<file path="src/rtl/loader_pkg.sv">
// rtl/loader_pkg.sv - shared constants and parser state encoding for the SDRAM image loader.
package loader_pkg;

  localparam logic [7:0] SYNC_BYTE  = 8'hA5;
  localparam int         OFFSET_W   = 15;
  localparam int         RAM_ADDR_W = 23;

  typedef enum logic [3:0] {
    ST_IDLE,
    ST_LEN_HI,
    ST_LEN_LO,
    ST_ADR_HI,
    ST_ADR_LO,
    ST_DATA,
    ST_CSUM,
    ST_DRAIN,
    ST_DONE,
    ST_ERROR
  } state_t;

  // States in which the inter-byte idle timeout is armed.
  function automatic logic in_packet(input state_t s);
    return s inside {ST_LEN_HI, ST_LEN_LO, ST_ADR_HI, ST_ADR_LO, ST_DATA, ST_CSUM};
  endfunction

endpackage

</file>
<file path="src/rtl/loader_fifo.sv">
// rtl/loader_fifo.sv - synchronous DEPTH x WIDTH byte FIFO between the parser and the SDRAM writer.
module loader_fifo #(
  parameter int DEPTH = 4,
  parameter int WIDTH = 8
) (
  input  logic                     clk,
  input  logic                     rst,
  input  logic                     push,
  input  logic [WIDTH-1:0]         din,
  input  logic                     pop,
  output logic [WIDTH-1:0]         dout,
  output logic                     full,
  output logic                     empty,
  output logic [$clog2(DEPTH):0]   count
);

  localparam int AW = $clog2(DEPTH);
  localparam logic [AW:0] ONE = (AW + 1)'(1);

  logic [WIDTH-1:0] mem [DEPTH];
  logic [AW-1:0]    wr_ptr;
  logic [AW-1:0]    rd_ptr;
  logic             do_push;
  logic             do_pop;

  assign full    = (count == (AW + 1)'(DEPTH));
  assign empty   = (count == '0);
  assign dout    = mem[rd_ptr];
  assign do_pop  = pop && !empty;
  // A pop in the same cycle frees the slot, so a full FIFO still accepts the push.
  assign do_push = push && (!full || do_pop);

  always_ff @(posedge clk) begin
    if (do_push) mem[wr_ptr] <= din;
  end

  always_ff @(posedge clk) begin
    if (rst) begin
      wr_ptr <= '0;
      rd_ptr <= '0;
      count  <= '0;
    end else begin
      if (do_push) wr_ptr <= wr_ptr + AW'(1);
      if (do_pop)  rd_ptr <= rd_ptr + AW'(1);
      case ({do_push, do_pop})
        2'b10:   count <= count + ONE;
        2'b01:   count <= count - ONE;
        default: count <= count;
      endcase
    end
  end

endmodule

</file>
<file path="src/rtl/sdram_image_loader.sv">
// rtl/sdram_image_loader.sv - parses framed image packets from the UART byte stream and writes them to SDRAM.
// Define SDRAM_IMAGE_LOADER_CHECKSUM_EN to expect and verify a trailing checksum byte.
module sdram_image_loader
  import loader_pkg::*;
#(
  parameter logic [7:0] BANK           = 8'd1,
  parameter int         FIFO_DEPTH     = 4,
  parameter int         TIMEOUT_CYCLES = 50000000
) (
  input  logic                  clk,
  input  logic                  rst,
  input  logic [7:0]            rx_data,
  input  logic                  new_rx_data,
  output logic [RAM_ADDR_W-1:0] ram_addr,
  output logic [7:0]            ram_data,
  output logic                  ram_rw,
  output logic                  in_valid,
  input  logic                  busy,
  output logic                  image_ready,
  output logic                  load_error,
  output logic                  overflow
);

  localparam int CNT_W = $clog2(FIFO_DEPTH) + 1;
  localparam int TO_W  = $clog2(TIMEOUT_CYCLES + 1);

  state_t               state;
  state_t               state_next;
  logic [7:0]           len_hi;
  logic [15:0]          remain;
  logic [6:0]           adr_hi;
  logic [OFFSET_W-1:0]  offset;
  logic [TO_W-1:0]      idle_cnt;
  logic                 pend_sync;
  logic                 pkt_ovf;
`ifdef SDRAM_IMAGE_LOADER_CHECKSUM_EN
  logic [7:0]           sum;
`endif

  logic                 push;
  logic                 pop;
  logic                 drop;
  logic [7:0]           fifo_dout;
  logic                 fifo_full;
  logic                 fifo_empty;
  logic [CNT_W-1:0]     fifo_count;
  logic                 rx_sync;
  logic                 timeout;

  loader_fifo #(.DEPTH(FIFO_DEPTH), .WIDTH(8)) u_fifo (
    .clk   (clk),
    .rst   (rst),
    .push  (push),
    .din   (rx_data),
    .pop   (pop),
    .dout  (fifo_dout),
    .full  (fifo_full),
    .empty (fifo_empty),
    .count (fifo_count)
  );

  assign ram_rw  = 1'b0;
  assign rx_sync = new_rx_data && (rx_data == SYNC_BYTE);
  assign timeout = in_packet(state) && !new_rx_data && (idle_cnt == TO_W'(TIMEOUT_CYCLES - 1));

  always_ff @(posedge clk) begin
    if (rst) state <= ST_IDLE;
    else     state <= state_next;
  end

  always_comb begin
    state_next = state;
    if (timeout) begin
      state_next = ST_ERROR;
    end else begin
      case (state)
        ST_IDLE:   if (rx_sync) state_next = ST_LEN_HI;
        // DONE and ERROR are resting states; a sync seen during DRAIN starts here.
        ST_DONE,
        ST_ERROR:  if (rx_sync || pend_sync) state_next = ST_LEN_HI;
        ST_LEN_HI: if (new_rx_data) state_next = ST_LEN_LO;
        ST_LEN_LO: if (new_rx_data) state_next = ({len_hi, rx_data} == 16'd0) ? ST_ERROR : ST_ADR_HI;
        ST_ADR_HI: if (new_rx_data) state_next = ST_ADR_LO;
        ST_ADR_LO: if (new_rx_data) state_next = ST_DATA;
        ST_DATA: begin
          if (new_rx_data && remain == 16'd1) begin
`ifdef SDRAM_IMAGE_LOADER_CHECKSUM_EN
            state_next = ST_CSUM;
`else
            state_next = ST_DRAIN;
`endif
          end
        end
`ifdef SDRAM_IMAGE_LOADER_CHECKSUM_EN
        ST_CSUM:   if (new_rx_data) state_next = (rx_data == sum) ? ST_DRAIN : ST_ERROR;
`endif
        ST_DRAIN:  if (fifo_count == '0 && !in_valid) state_next = pkt_ovf ? ST_ERROR : ST_DONE;
        default:   state_next = ST_IDLE;
      endcase
    end
  end

  always_comb begin
    image_ready = (state == ST_DONE);
    load_error  = (state == ST_ERROR);
    pop         = !fifo_empty && !busy && !in_valid;
    push        = new_rx_data && (state == ST_DATA) && (!fifo_full || pop);
    drop        = new_rx_data && (state == ST_DATA) && fifo_full && !pop;
  end

  always_ff @(posedge clk) begin
    if (rst) begin
      len_hi    <= '0;
      remain    <= '0;
      adr_hi    <= '0;
      offset    <= '0;
      idle_cnt  <= '0;
      pend_sync <= 1'b0;
      pkt_ovf   <= 1'b0;
      overflow  <= 1'b0;
      in_valid  <= 1'b0;
      ram_addr  <= '0;
      ram_data  <= '0;
`ifdef SDRAM_IMAGE_LOADER_CHECKSUM_EN
      sum       <= '0;
`endif
    end else begin
      in_valid <= pop;
      if (pop) begin
        ram_addr <= {BANK, offset};
        ram_data <= fifo_dout;
      end

      if (new_rx_data || !in_packet(state)) idle_cnt <= '0;
      else                                  idle_cnt <= idle_cnt + TO_W'(1);

      if (state == ST_DRAIN && rx_sync)   pend_sync <= 1'b1;
      else if (state_next == ST_LEN_HI)   pend_sync <= 1'b0;

      if (new_rx_data && state == ST_ADR_LO) offset <= {adr_hi, rx_data};
      else if (pop)                          offset <= offset + OFFSET_W'(1);

      if (new_rx_data) begin
        case (state)
          ST_LEN_HI: len_hi <= rx_data;
          ST_LEN_LO: remain <= {len_hi, rx_data};
          ST_ADR_HI: adr_hi <= rx_data[6:0];
          ST_ADR_LO: begin
            pkt_ovf <= 1'b0;
`ifdef SDRAM_IMAGE_LOADER_CHECKSUM_EN
            sum     <= '0;
`endif
          end
          ST_DATA: begin
            remain <= remain - 16'd1;
`ifdef SDRAM_IMAGE_LOADER_CHECKSUM_EN
            sum    <= sum + rx_data;
`endif
            if (drop) begin
              overflow <= 1'b1;
              pkt_ovf  <= 1'b1;
            end
          end
          default: ;
        endcase
      end
    end
  end

endmodule

</file>
<file path="config.mk">
export PLATFORM = sky130hd
export DESIGN_NAME = sdram_image_loader
export DESIGN_NICKNAME = d
export VERILOG_FILES = /design/src/rtl/loader_pkg.sv /design/src/rtl/loader_fifo.sv /design/src/rtl/sdram_image_loader.sv
export SDC_FILE = /design/constraint.sdc
export NUM_CORES = 1
export LEC_CHECK = 0
export BUFFER_PORTS_ARGS = -buffer_cell sky130_fd_sc_hd__buf_2
export CORE_ASPECT_RATIO = 0.7
export CORE_MARGIN = 3
export CORE_UTILIZATION = 40
export CTS_BUF_LIST = sky130_fd_sc_hd__clkbuf_4 sky130_fd_sc_hd__clkbuf_8
export CTS_CLUSTER_SIZE = 28
export DETAILED_ROUTE_END_ITERATION = 12
export PLACE_DENSITY = 0.61
export SLEW_MARGIN = 15
export SYNTH_ARGS = -nofsm -noshare
export SYNTH_HDL_FRONTEND = slang
export SYNTH_SLANG_ARGS = --single-unit
</file>
<file path="constraint.sdc">
create_clock -name clk -period 2.7 [get_ports clk]
set_input_delay 0.27 -clock clk [delete_from_list [all_inputs] [get_ports clk]]
set_output_delay 0.27 -clock clk [all_outputs]
set_load 0.005 [all_outputs]
</file>
-- Word level (Yosys, flattened, before mapping)
Memories as Yosys holds them, arrays and structs flattened. A register that Yosys moved wholly into a read port is not among the register bits.
Cells that the tools add are included.
- register bits: 103
- input port bits: 12
- bits in writable memories: 32
- word-level logic and storage cells: 103
- memories: 1
- memories (name ; depth ; bits a word ; rd ports ; clocked after Yosys merged registers in ; wr ports ; RTL line ; RTL):
    u_fifo.mem ; 4 ; 8 ; 1 ; 1 ; 1 ; loader_fifo.sv:20 ; logic [WIDTH-1:0] mem [DEPTH];
- multiplexer cells: 22
- reductions and logical operators: 42
- equality and inequality tests: 17
- add/subtract/negate cells: 7
- operator list (cell ; count):
    2-to-1 mux 4 bit ; 10
    one-hot mux 16 bit (2 select lines) ; 1
    one-hot mux 4 bit (8 select lines) ; 1
    2-to-1 mux 15 bit ; 2
    adder 26 x 1 -> 26 bit, second input constant ; 1
    equality test 26 bit, second input constant ; 1
    equality test 16 x 1 -> 1 bit, second input constant ; 1
    equality test 4 x 3 -> 1 bit, second input constant ; 4
    zero test 16 bit ; 1
    subtractor 16 x 1 -> 16 bit, second input constant ; 1
    adder 15 x 1 -> 15 bit, second input constant ; 1
    logical AND 1 bit ; 15
    nonzero test 2 bit ; 5
    equality test 4 x 1 -> 1 bit, second input constant ; 2
    equality test 4 x 2 -> 1 bit, second input constant ; 2
    equality test 4 bit, second input constant ; 2
    equality test 8 bit, second input constant ; 1
    zero test 1 bit ; 7
    2-to-1 mux 1 bit ; 6
    one-hot mux 3 bit (2 select lines) ; 1
    AND reduction 2 bit ; 3
    AND reduction 3 bit ; 2
    nonzero test 6 bit ; 1
    adder 2 x 1 -> 2 bit, second input constant ; 2
    other kinds (11) ; 15

-- Depth between registers and ports, before layout
Gate-level depths: netlist (run 1).
- word-level depth: 9
- depth in mapped cells: 12
- depth with buffers taken out: 10

-- By module
A second synthesis (run 1) with hierarchy kept.
- cell total of the unflattened synthesis: 704
- area, all modules: 6580.1 µm²
- modules (own cells, without submodules) (module ; times used ; cells each ; seq. area each (µm²) ; area each (µm²)):
    sdram_image_loader ; 1 ; 608 ; 2082.0 ; 4934.7
    loader_fifo ; 1 ; 96 ; 1141.1 ; 1645.3

-- Worst setup path before layout (run 1)
No wires, ideal clock.
- kind: register to register
- from: reg in_valid
- to: reg u_fifo.count[2]
- clock period less this slack: 2.622 ns
- setup time: 0.070 ns
- data required time: 2.630 ns
- cell stages (with the launch flop): 13
- data arrival time: 2.551 ns
- path slack: 0.078 ns
- cell sequence: dfxtp_1 -> or2_1 -> or2_1 -> buf_6 -> clkinv_4 -> buf_2 -> buf_2 -> ha_1 -> inv_1 -> fa_1 -> xor2_1 -> or3_1 -> a21oi_1
- cells in the longest elaborated chain, start to end: 7
- elaborated cells on any way between the ends: 11
- those cells by class: eq/ne: 2; mux: 1; reduce/logical: 8
- RTL lines (element ; RTL line ; RTL):
    from (decl) ; sdram_image_loader.sv:17 ; output logic in_valid,
    from (signal assigned) ; sdram_image_loader.sv:128 ; in_valid <= pop;
    zero test 1 bit * ; sdram_image_loader.sv:106 ; pop = !fifo_empty && !busy && !in_valid;
    logical AND 1 bit * ; sdram_image_loader.sv:106 ;
    logical AND 1 bit * ; loader_fifo.sv:29 ; assign do_pop = pop && !empty;
    via u_fifo.do_pop ; loader_fifo.sv:24 ; logic do_pop;
    logical OR 1 bit ; loader_fifo.sv:31 ; assign do_push = push && (!full || do_pop);
    logical AND 1 bit ; loader_fifo.sv:31 ;
    equality test 2 x 1 -> 1 bit or equality test 2 bit (tied branches) ; loader_fifo.sv:45 ; case ({do_push, do_pop})
    one-hot mux 3 bit (2 select lines) or nonzero test 2 bit (tied branches) ; - ;
    to (signal assigned) ; loader_fifo.sv:46 ; 2'b10: count <= count + ONE;
    to (signal assigned) ; loader_fifo.sv:47 ; 2'b01: count <= count - ONE;
    to (signal assigned) ; loader_fifo.sv:48 ; default: count <= count;
    to (decl) ; loader_fifo.sv:14 ; output logic [$clog2(DEPTH):0] count
Mark *: on every way through the listed nets, which the timed path passes. The rest lies on a longest branch.
A chain may end at the register's enable or synchronous reset.

-- Worst setup path in the final report (run 1)
- from: reg state[3]
- to: reg u_fifo.count[2]
- cells in the longest elaborated chain, start to end: 6
- elaborated cells on any way between the ends: 8
- those cells by class: eq/ne: 3; mux: 1; reduce/logical: 4
- RTL lines (element ; RTL line ; RTL):
    from (decl) ; sdram_image_loader.sv:27 ; state_t state;
    from (signal assigned) ; sdram_image_loader.sv:68 ; else state <= state_next;
    equality test 4 x 3 -> 1 bit * ; sdram_image_loader.sv:107 ; push = new_rx_data && (state == ST_DATA) && (!fifo_full || pop);
    logical AND 1 bit * (2 in series) ; sdram_image_loader.sv:107 ;
    logical AND 1 bit * ; loader_fifo.sv:31 ;
    equality test 2 x 1 -> 1 bit or equality test 2 bit (tied branches) ; loader_fifo.sv:45 ;
    one-hot mux 3 bit (2 select lines) or nonzero test 2 bit (tied branches) ; - ;
Mark *: on every way between the ends. The rest lies on a longest branch, timed or not.

==> results of run 1 <==
[cell type report]
cell class	count	area [sq um]	share of cell area
repair buffers	53	300	0.0417
multi-input cells	505	3020	0.419
flip-flops and latches	143	3180	0.442
well taps	200	250	0.0348
inverters	20	80.1	0.0111
clock inverters	12	109	0.0151
clock buffers	20	256	0.0356
diodes	1	2.50	0.000348
[worst max-delay path by stage]
stage,from,to,slack (ns),depth (start not counted)
final,state[3],u_fifo.count[2],0.35,10
after global routing,state[3],u_fifo.count[2],0.22,10
after CTS,state[3],u_fifo.count[2],0.37,10
after detailed placement,busy,u_fifo.count[2],0.39,10
after global placement,busy,u_fifo.count[2],0.49,10
after floorplan,in_valid,u_fifo.count[2],0.08,12
[registers in the layout (all words and copies together) (netlist names), 2 cells and up]
name / flops
len_hi: 8
remain: 16
u_fifo.wr_ptr: 2
ram_addr: 16
u_fifo.mem: 32
offset: 15
adr_hi: 7
idle_cnt: 26
ram_data: 8
u_fifo.rd_ptr: 2
u_fifo.count: 3
state: 4
[layout by cell type, fill, tap and decap left out, types with 9 or more instances in the layout]
cell type and instances:
sky130_fd_sc_hd__nand4_1 12, sky130_fd_sc_hd__xnor2_1 22, sky130_fd_sc_hd__nand3_1 23, sky130_fd_sc_hd__nor3_1 17, sky130_fd_sc_hd__buf_2 39, sky130_fd_sc_hd__and3_1 11
sky130_fd_sc_hd__edfxtp_1 32, sky130_fd_sc_hd__buf_4 14, sky130_fd_sc_hd__a211oi_1 19, sky130_fd_sc_hd__inv_1 19, sky130_fd_sc_hd__nand2_1 101, sky130_fd_sc_hd__mux2i_1 9
sky130_fd_sc_hd__o21ai_0 28, sky130_fd_sc_hd__xor2_1 16, sky130_fd_sc_hd__nor2_1 89, sky130_fd_sc_hd__dfxtp_1 111, sky130_fd_sc_hd__ha_1 9, sky130_fd_sc_hd__a21oi_1 56
sky130_fd_sc_hd__clkbuf_8 17
[per-stage QoR]
step	hold slack (ns)	cells
after floorplan	0.369	713
after global placement	0.440	921
after detailed placement	0.445	921
after CTS	0.145	953
after global routing	0.164	954
final	0.170	954
[cell families after synthesis]
logic type | synth area share
simple gates | 0.224
flops | 0.491
compound gates | 0.124
buf+inv | 0.0475
xor+xnor | 0.0513
mux | 0.0417
fa+ha+maj | 0.0205
other cells | 0.000578
[power by group through the flow]
| stage | combinational (mW) | clock (mW) | sequential, mW |
|---|---|---|---|
| global route | 0.0836 | 1.75 | 2.18 |
| detailed placement | 0.0761 | 0 | 2.23 |
| floorplan | 0.0440 | 0 | 2.23 |
| finish | 0.0757 | 1.60 | 2.18 |
| global placement | 0.0749 | 0 | 2.23 |
| CTS | 0.0771 | 1.65 | 2.18 |
[per-layer routing]
| metal | vias to the layer above | GRT usage | wire length (um) |
|---|---|---|---|
| met3 | 22 | 0.0443 | 776 |
| met4 | 2 | 0.0585 | 284 |
| li1 | 2537 | - | - |
| met5 | - | 0 | 11 |
| met2 | 150 | 0.270 | 6680 |
| met1 | 2416 | 0.237 | 7160 |
[worst register-to-register path, stage by stage (launching register included)]
cell and delay (ns):
sky130_fd_sc_hd__dfxtp_1 0.63, sky130_fd_sc_hd__nor3b_2 0.10, sky130_fd_sc_hd__nand3_1 0.13, sky130_fd_sc_hd__a31oi_2 0.06, sky130_fd_sc_hd__inv_1 0.07, sky130_fd_sc_hd__ha_1 0.19
sky130_fd_sc_hd__inv_1 0.07, sky130_fd_sc_hd__fa_1 0.37, sky130_fd_sc_hd__xor2_1 0.17, sky130_fd_sc_hd__or3_1 0.32, sky130_fd_sc_hd__a21oi_1 0.15
==> run summary, run 1 <==
The tools report the relative slew slack as 0.483. The tools report the first-pass GRT wire length as 24,500 um. The run gives 0 as the total global routing overflow. The switching portion of total power works out to 0.234. The run gives 0 as the post-detailed-route DRC marker count. Part of the power in the clock network: 0.415. The tools report the library cell used as clock root buffer as sky130_fd_sc_hd__clkbuf_8. The peak ir drop on the vdd network is 0.247 mV, and the pin count of the biggest net entering global routing is 45. The flow ran to the end, and the final reports show no timing, DRC or antenna violations. The count of warnings emitted by yosys came out at 0. The maximum single-stage delay on the critical path was 0.63 ns; the placer congestion estimate was 0.844. The run gives 2 as the number of antenna violations at the first check in global routing. Setup violations remaining at the end of the flow were counted as 0. Power comes to 3.86 mW. The synthesized flop and latch total is 143, and the number of stages on the worst hold path is 3. The slowest cell on the critical path was sky130_fd_sc_hd__dfxtp_1. From left edge to right edge, the die measures 158 um. The die covers 17,800 sq um. Once detailed placement completed, the half-perimeter wirelength came to 10,300 um.

Setup slack on the critical path of the routed design comes to 0.352 ns. STA classifies the critical path endpoint as a register. The cell area reported after detailed placement was 6830 sq um; the worst path buffer plus inverter count was 2. The net count of the finished layout is 762.

The total number of placement rows was 38. The run gives 2.96 mW as the internal power. During placement, the flow inserted port buffers numbering 39. The initial core utilization is 0.413.

Summing over every cut layer, the via total after detailed routing is 5,127. Counting every instance in the synthesized netlist gives 706. The routed length per instance works out to 15.6 um. By area the synthesized netlist is led by sky130_fd_sc_hd__dfxtp_1 34%, sky130_fd_sc_hd__edfxtp_1 15%, sky130_fd_sc_hd__nand2_1 5.8%. The endpoint identified for the worst register-to-register timing path is u_fifo.count[2]. The share of cells above drive strength 1 works out to 0.139. The smallest clock period supported by the final layout is computed as 2.35 ns. Number of flops mapped to enable cells by yosys: 32.

The kind of path behind the tightest hold check was in -> reg. The post-synthesis cell type count is 61, and the proportion of synthesized flip-flops having asynchronous set or reset is 0. The synthesized cell area was 6480 sq um. The kind of start point of the critical path was a register. A synthesized cell averages 9.18 sq um.

The fraction of synthesized cell area taken by the top area cell type was 0.343. The post-route clock skew was 0.0135 ns; the number of cells on the worst reg-to-reg path was 10. TritonCTS built the clock tree. For this design the static power due to leakage is 2.46 nW. Counting every sink on the clock net gives 143. Part of the total power dissipated in sequential elements: 0.565. The via count of the first global-routing pass is 4,860, and the TritonCTS buffer count is 17.

For hold timing, the worst endpoint is adr_hi[1]. After clock tree synthesis, the flow added hold-fix buffers numbering 0. The run gives 0.491 as the share of synthesized area occupied by flip-flops and latches. The core region is 15,700 sq um. The tools report the first-pass iteration count of the detailed router as 5. In the routed layout, each cell is associated on average with a via count of 5.37. During I/O placement, the number of pins put on the boundary was 48.

The critical path goes through nor3b_2, nand3_1, a31oi_2, inv_1, ha_1, inv_1, fa_1, xor2_1, or3_1, a21oi_1. By startpoint and endpoint, the worst setup path is classified as reg -> reg. Summed over all nets, the switching power comes to 0.903 mW. The cell family contributing the most delay on the critical path is flip-flops.

In the post-synthesis netlist, the cell with the most instances is sky130_fd_sc_hd__dfxtp_1. Based on the critical path, the design can be clocked at up to 426 MHz. The detail route stage leaves a number of antenna-violating nets equal to 0.

The post-route setup TNS was 0 ns. The detailed router finished its first iteration with 382 violations. The share of the core filled with cells in the final layout was 0.459; the growth of design area from synthesis to finish was 11.1%.

The wire length reported by the detailed router is 14,900 um, and the power density normalized to cell area is 536 nW/um^2. The post-route cell area was 7200 sq um. The buffer levels on the longest clock path was 2; the setup fix buffers added after clock tree synthesis was 0. The startpoint of the lowest-slack register-to-register path is state[3].

After clock tree synthesis, the clock-pin slew on the worst setup and hold paths is 0.08 ns. The die height was 113 um; the required time at the worst-slack endpoint was 3.07 ns. The startpoint of the tightest hold check path was rx_data[1]. The synthesized design spends more area on one cell type than any other, namely sky130_fd_sc_hd__dfxtp_1. Final critical-path share of the clock period: 0.870. The clock reaches the later pin of the worst-skew pair after 0.45 ns.

The filler cells instantiated in the layout total 1,483. The run gives 0.35 ns as the register-to-register setup slack. Setup repair after global routing left no endpoint under its margin. The run gives 2.72 ns as the arrival time at the worst endpoint. The relative contribution of combinational cells to total power came out at 0.020. The run gives 0 as the final number of max-transition violations. In the synthesized netlist, the cells that appear most often are 111 x sky130_fd_sc_hd__dfxtp_1, 101 x sky130_fd_sc_hd__nand2_1, 89 x sky130_fd_sc_hd__nor2_1. At the pin with the least slew margin, the transition time is 0.769 ns. The most numerous cell on the critical path was sky130_fd_sc_hd__inv_1. The total count of hold-check failures in the final report is 0, and the max capacitance violation total is 0.

The tools report the total track usage as 0.174. In the synthesized netlist the dominant register cell turns out to be sky130_fd_sc_hd__dfxtp_1. The top fanout value on the critical path was 13; the number of gates resized after CTS was 0.

The post-placement setup slack is 0.392 ns, and the total number of H-tree levels is 4.
Power figures use the tool's default switching activity.
==> inputs of run 2 (changes only) <==
Settings changed: CORE_ASPECT_RATIO 0.7 to 1.75, GPL_TIMING_DRIVEN from default to 0.
==> run 2 against run 1 <==
Compared with the run above: register-to-register slack worse by 0.23 ns; cell count up 1.9%; largest power group unchanged; die area up 0.20%; highest routed layer is now met4; count of clock-buffer cells in the layout down 3; worst hold slack better by 0.017 ns; global-route usage up 1.6 points; sequential power about the same.
==> run summary, run 2 (synthesis gave the netlist of run 1 again) <==
The final number of max-transition violations was 0 (unchanged). Setup repair after global routing left no endpoint under its margin. The total track usage is 0.190 (+0.0162). The maximum single-stage delay on the critical path is 0.37 ns (-0.26 ns). The via count of the first global-routing pass is 5,355 (+10%), and the routed length per instance is 16.6 um (+6.5%). The largest registers in the layout are u_fifo.mem (32), idle_cnt (26).

The library cell used most frequently in the layout, excluding fill and tap cells, is sky130_fd_sc_hd__dfxtp_1. Uppermost signal routing layer after detailed routing: met4. The part of the total power dissipated in sequential elements is 0.545 (-0.020). The path with the worst hold slack has its endpoint at adr_hi[3]. The number of antenna violations at the first check in global routing was 0 (-2).

Wire length the detailed router placed on met1: 6040 um (-16%). The number of cells on the worst reg-to-reg path was 11 (+1). X dimension of the die: 102 um (-35%). The tools report the register-to-register setup slack as 0.12 ns (-0.23 ns).

The first-pass GRT wire length was 26,500 um (+8.4%); the worst hold slack was 0.187 ns (+0.0172 ns). The run gives 792 (+3.9%) as the number of nets in the final layout. The max capacitance violation total is 0 (unchanged). The slowest stage of the critical path is the sky130_fd_sc_hd__fa_1 cell.

The count of input and output buffers is 39 (unchanged). The share of cells above drive strength 1 came out at 0.147 (+0.00743). For the post-layout instance count excluding filler cells, the log shows 972 (+1.9%).

The tools report the cell area reported after detailed placement as 6940 sq um (+1.6%). The worst setup path is captured at a register. The number of clock sinks is 143 (unchanged), and the floorplan core area is 15,900 sq um (+1.2%).

The growth of design area from synthesis to finish is 13.7%. The slew of the pin with the lowest slew margin was 0.864 ns (+0.0945 ns). The tools report the post-route clock skew as 0.0137 ns (+0.000149 ns). The register name with the most flops is u_fifo.mem. The power density normalized to cell area was 543 nW/um^2 (+1.3%); the final critical-path share of the clock period was 0.957 (+0.0868).

For the power spent charging and discharging nets, the log shows 1.08 mW (+20%). For the relative slew slack, the log shows 0.424 (-0.0591). In this run the critical register-to-register path is launched from in_valid. Number of stages on the worst hold path: 3 (unchanged). The kind of start point of the critical path was a register. For the maximum clock frequency, the log shows 387 MHz (-9.1%). For the post-placement setup slack, the log shows -0.228 ns (-0.619 ns). The kind of path behind the tightest hold check is in -> reg. The tools report the part of the power in the clock network as 0.431 (+0.016).

The most numerous cell type found on the critical path is sky130_fd_sc_hd__buf_6. The worst setup slack after layout is 0.117 ns (-0.234 ns), and the standby leakage power is 2.55 nW (+3.7%). The startpoint identified for the worst hold timing path is rx_data[3]. The TritonCTS buffer count is 17 (unchanged), and the relative contribution of combinational cells to total power is 0.024 (+0.004). The number of vias after detailed routing was 5,336 (+4.1%). The total number of placement rows is 61 (+61%), and the total count of hold-check failures in the final report is 0 (unchanged). The logs give 0 (unchanged) for the setup fix buffers added after clock tree synthesis and 0 (unchanged) for the total global routing overflow. In the layout the commonest cells are 111 x sky130_fd_sc_hd__dfxtp_1, 101 x sky130_fd_sc_hd__nand2_1, 89 x sky130_fd_sc_hd__nor2_1. The switching portion of total power was 0.270 (+0.0363); the internal power was 2.92 mW (-1.2%).

The placer congestion estimate was 0.896 (+6.1%); the post-detailed-route DRC marker count was 0 (unchanged). The top fanout value on the critical path is 14 (+1). The final antenna-violating net count is 0 (unchanged). The run gives 350 (-8.4%) as the number of DRC violations after detailed-routing iteration 0. Grouping stages by cell kind, the critical path spends the most delay in simple AND/OR/NAND/NOR gates. Number of flip-flops in the largest register: 32 (unchanged). The wire length reported by the detailed router is 16,200 um (+8.5%), and the cell total after placement is 941 (+2.2%). The arrival time at the worst endpoint was 2.98 ns (+0.26 ns); the first-pass iteration count of the detailed router was 5 (unchanged).

The tools report the area of the die as 17,800 sq um (+0.20%). The worst setup path is of the reg -> reg kind. Post-route cell area: 7370 sq um (+2.4%). The logs give 48 (unchanged) for the top-level I/O count and 3.10 ns (+0.03 ns) for the required time at the worst-slack endpoint. The total number of H-tree levels was 4 (unchanged); the number of inserted diodes was 0 (-1).

Walking the worst path, the cells encountered are or2_4, or2_1, buf_6, clkinv_4, buf_6, ha_1, inv_1, fa_1, xor2_1, or3_1, a21oi_1. TritonCTS built the clock tree. The run finished with clean final reports. The wire length on met2 is 8890 um (+33%). Peak ir drop on the vdd network: 0.235 mV (-4.9%). The initial core utilization was 0.408 (-0.00482). The worst path buffer plus inverter count is 4 (+2). The estimated wirelength of the detail-placed design is 11,900 um (+15%).

The via-per-instance ratio was 5.49 (+2.1%). The die height came out at 174 um (+55%). The library cell used as clock root buffer is sky130_fd_sc_hd__clkbuf_8. The post-route minimum period is 2.58 ns (+0.234 ns).

The path length in cells of the critical path is 11 (+1), and the final setup violation count is 0 (unchanged). The run gives 581 um (-25%) as the met3 layer wire length in the routed design. The clock edge transition at the registers on the reported setup and hold paths came out at 0.10 ns (+0.02 ns). In this run the critical register-to-register path is captured at u_fifo.count[2]. The buffer levels on the longest clock path is 2 (unchanged), and the clock latency of the later-clocked register in the worst-skew pair is 0.46 ns (about the same). For the total chip power, the log shows 4.01 mW (+3.7%). For the pin count of the biggest net entering global routing, the log shows 19 (-58%).
[run 2: metal layers]
layer | vias to the layer above | track usage
met5 | - | 0
met4 | 0 | 0.0958
met3 | 51 | 0.0345
met2 | 137 | 0.346
met1 | 2551 | 0.202
li1 | 2597 | -
[run 2: worst max-delay path by stage]
stage	slack, ns	from	to
floorplan	0.08	in_valid	u_fifo.count[2]
global placement	-0.21	busy	u_fifo.count[2]
detailed placement	-0.23	busy	u_fifo.count[2]
CTS	0.008	in_valid	u_fifo.count[2]
global route	0.009	in_valid	u_fifo.count[2]
finish	0.12	in_valid	u_fifo.count[2]
[run 2: final cells by class]
class / instances / area (sq um)
plain buffers: 44 / 229
repair buffers: 39 / 195
inverters: 20 / 80.1
multi-input cells: 505 / 3040
clock buffers: 17 / 234
well taps: 189 / 236
fillers: 1518 / 8500
flip-flops and latches: 143 / 3180
clock inverters: 15 / 179
[run 2: tightest hold or removal path, delay by kind of cell]
kind,cells,cell delay (ns)
AO/OA/AOI/OAI,1,0.05
AND/OR/NAND/NOR,1,0.08
buffers and inverters,1,0.18
[run 2: timing repair]
item | 4_1_cts | 5_1_grt
pin swaps | 0 | 0
resized for setup | 2 | 3
setup endpoints to repair | 2 | 2
hold buffers | 0 | 0
[run 2: metrics by stage]
stage | setup TNS [ns] | utilization
2_1_floorplan | 0 | -
3_3_place_gp | -0.209 | 0.437
3_5_place_dp | -0.245 | 0.437
4_1_cts | 0 | 0.464
5_1_grt | 0 | 0.464
6_report | 0 | 0.464
[run 2: power by group through the flow]
stage               clock, mW  combinational (mW)  sequential, mW
global placement            0              0.0945            2.23
global route             1.87               0.105            2.18
detailed placement          0              0.0963            2.23
finish                   1.73              0.0981            2.18
CTS                      1.76              0.0968            2.18
floorplan                   0              0.0440            2.23
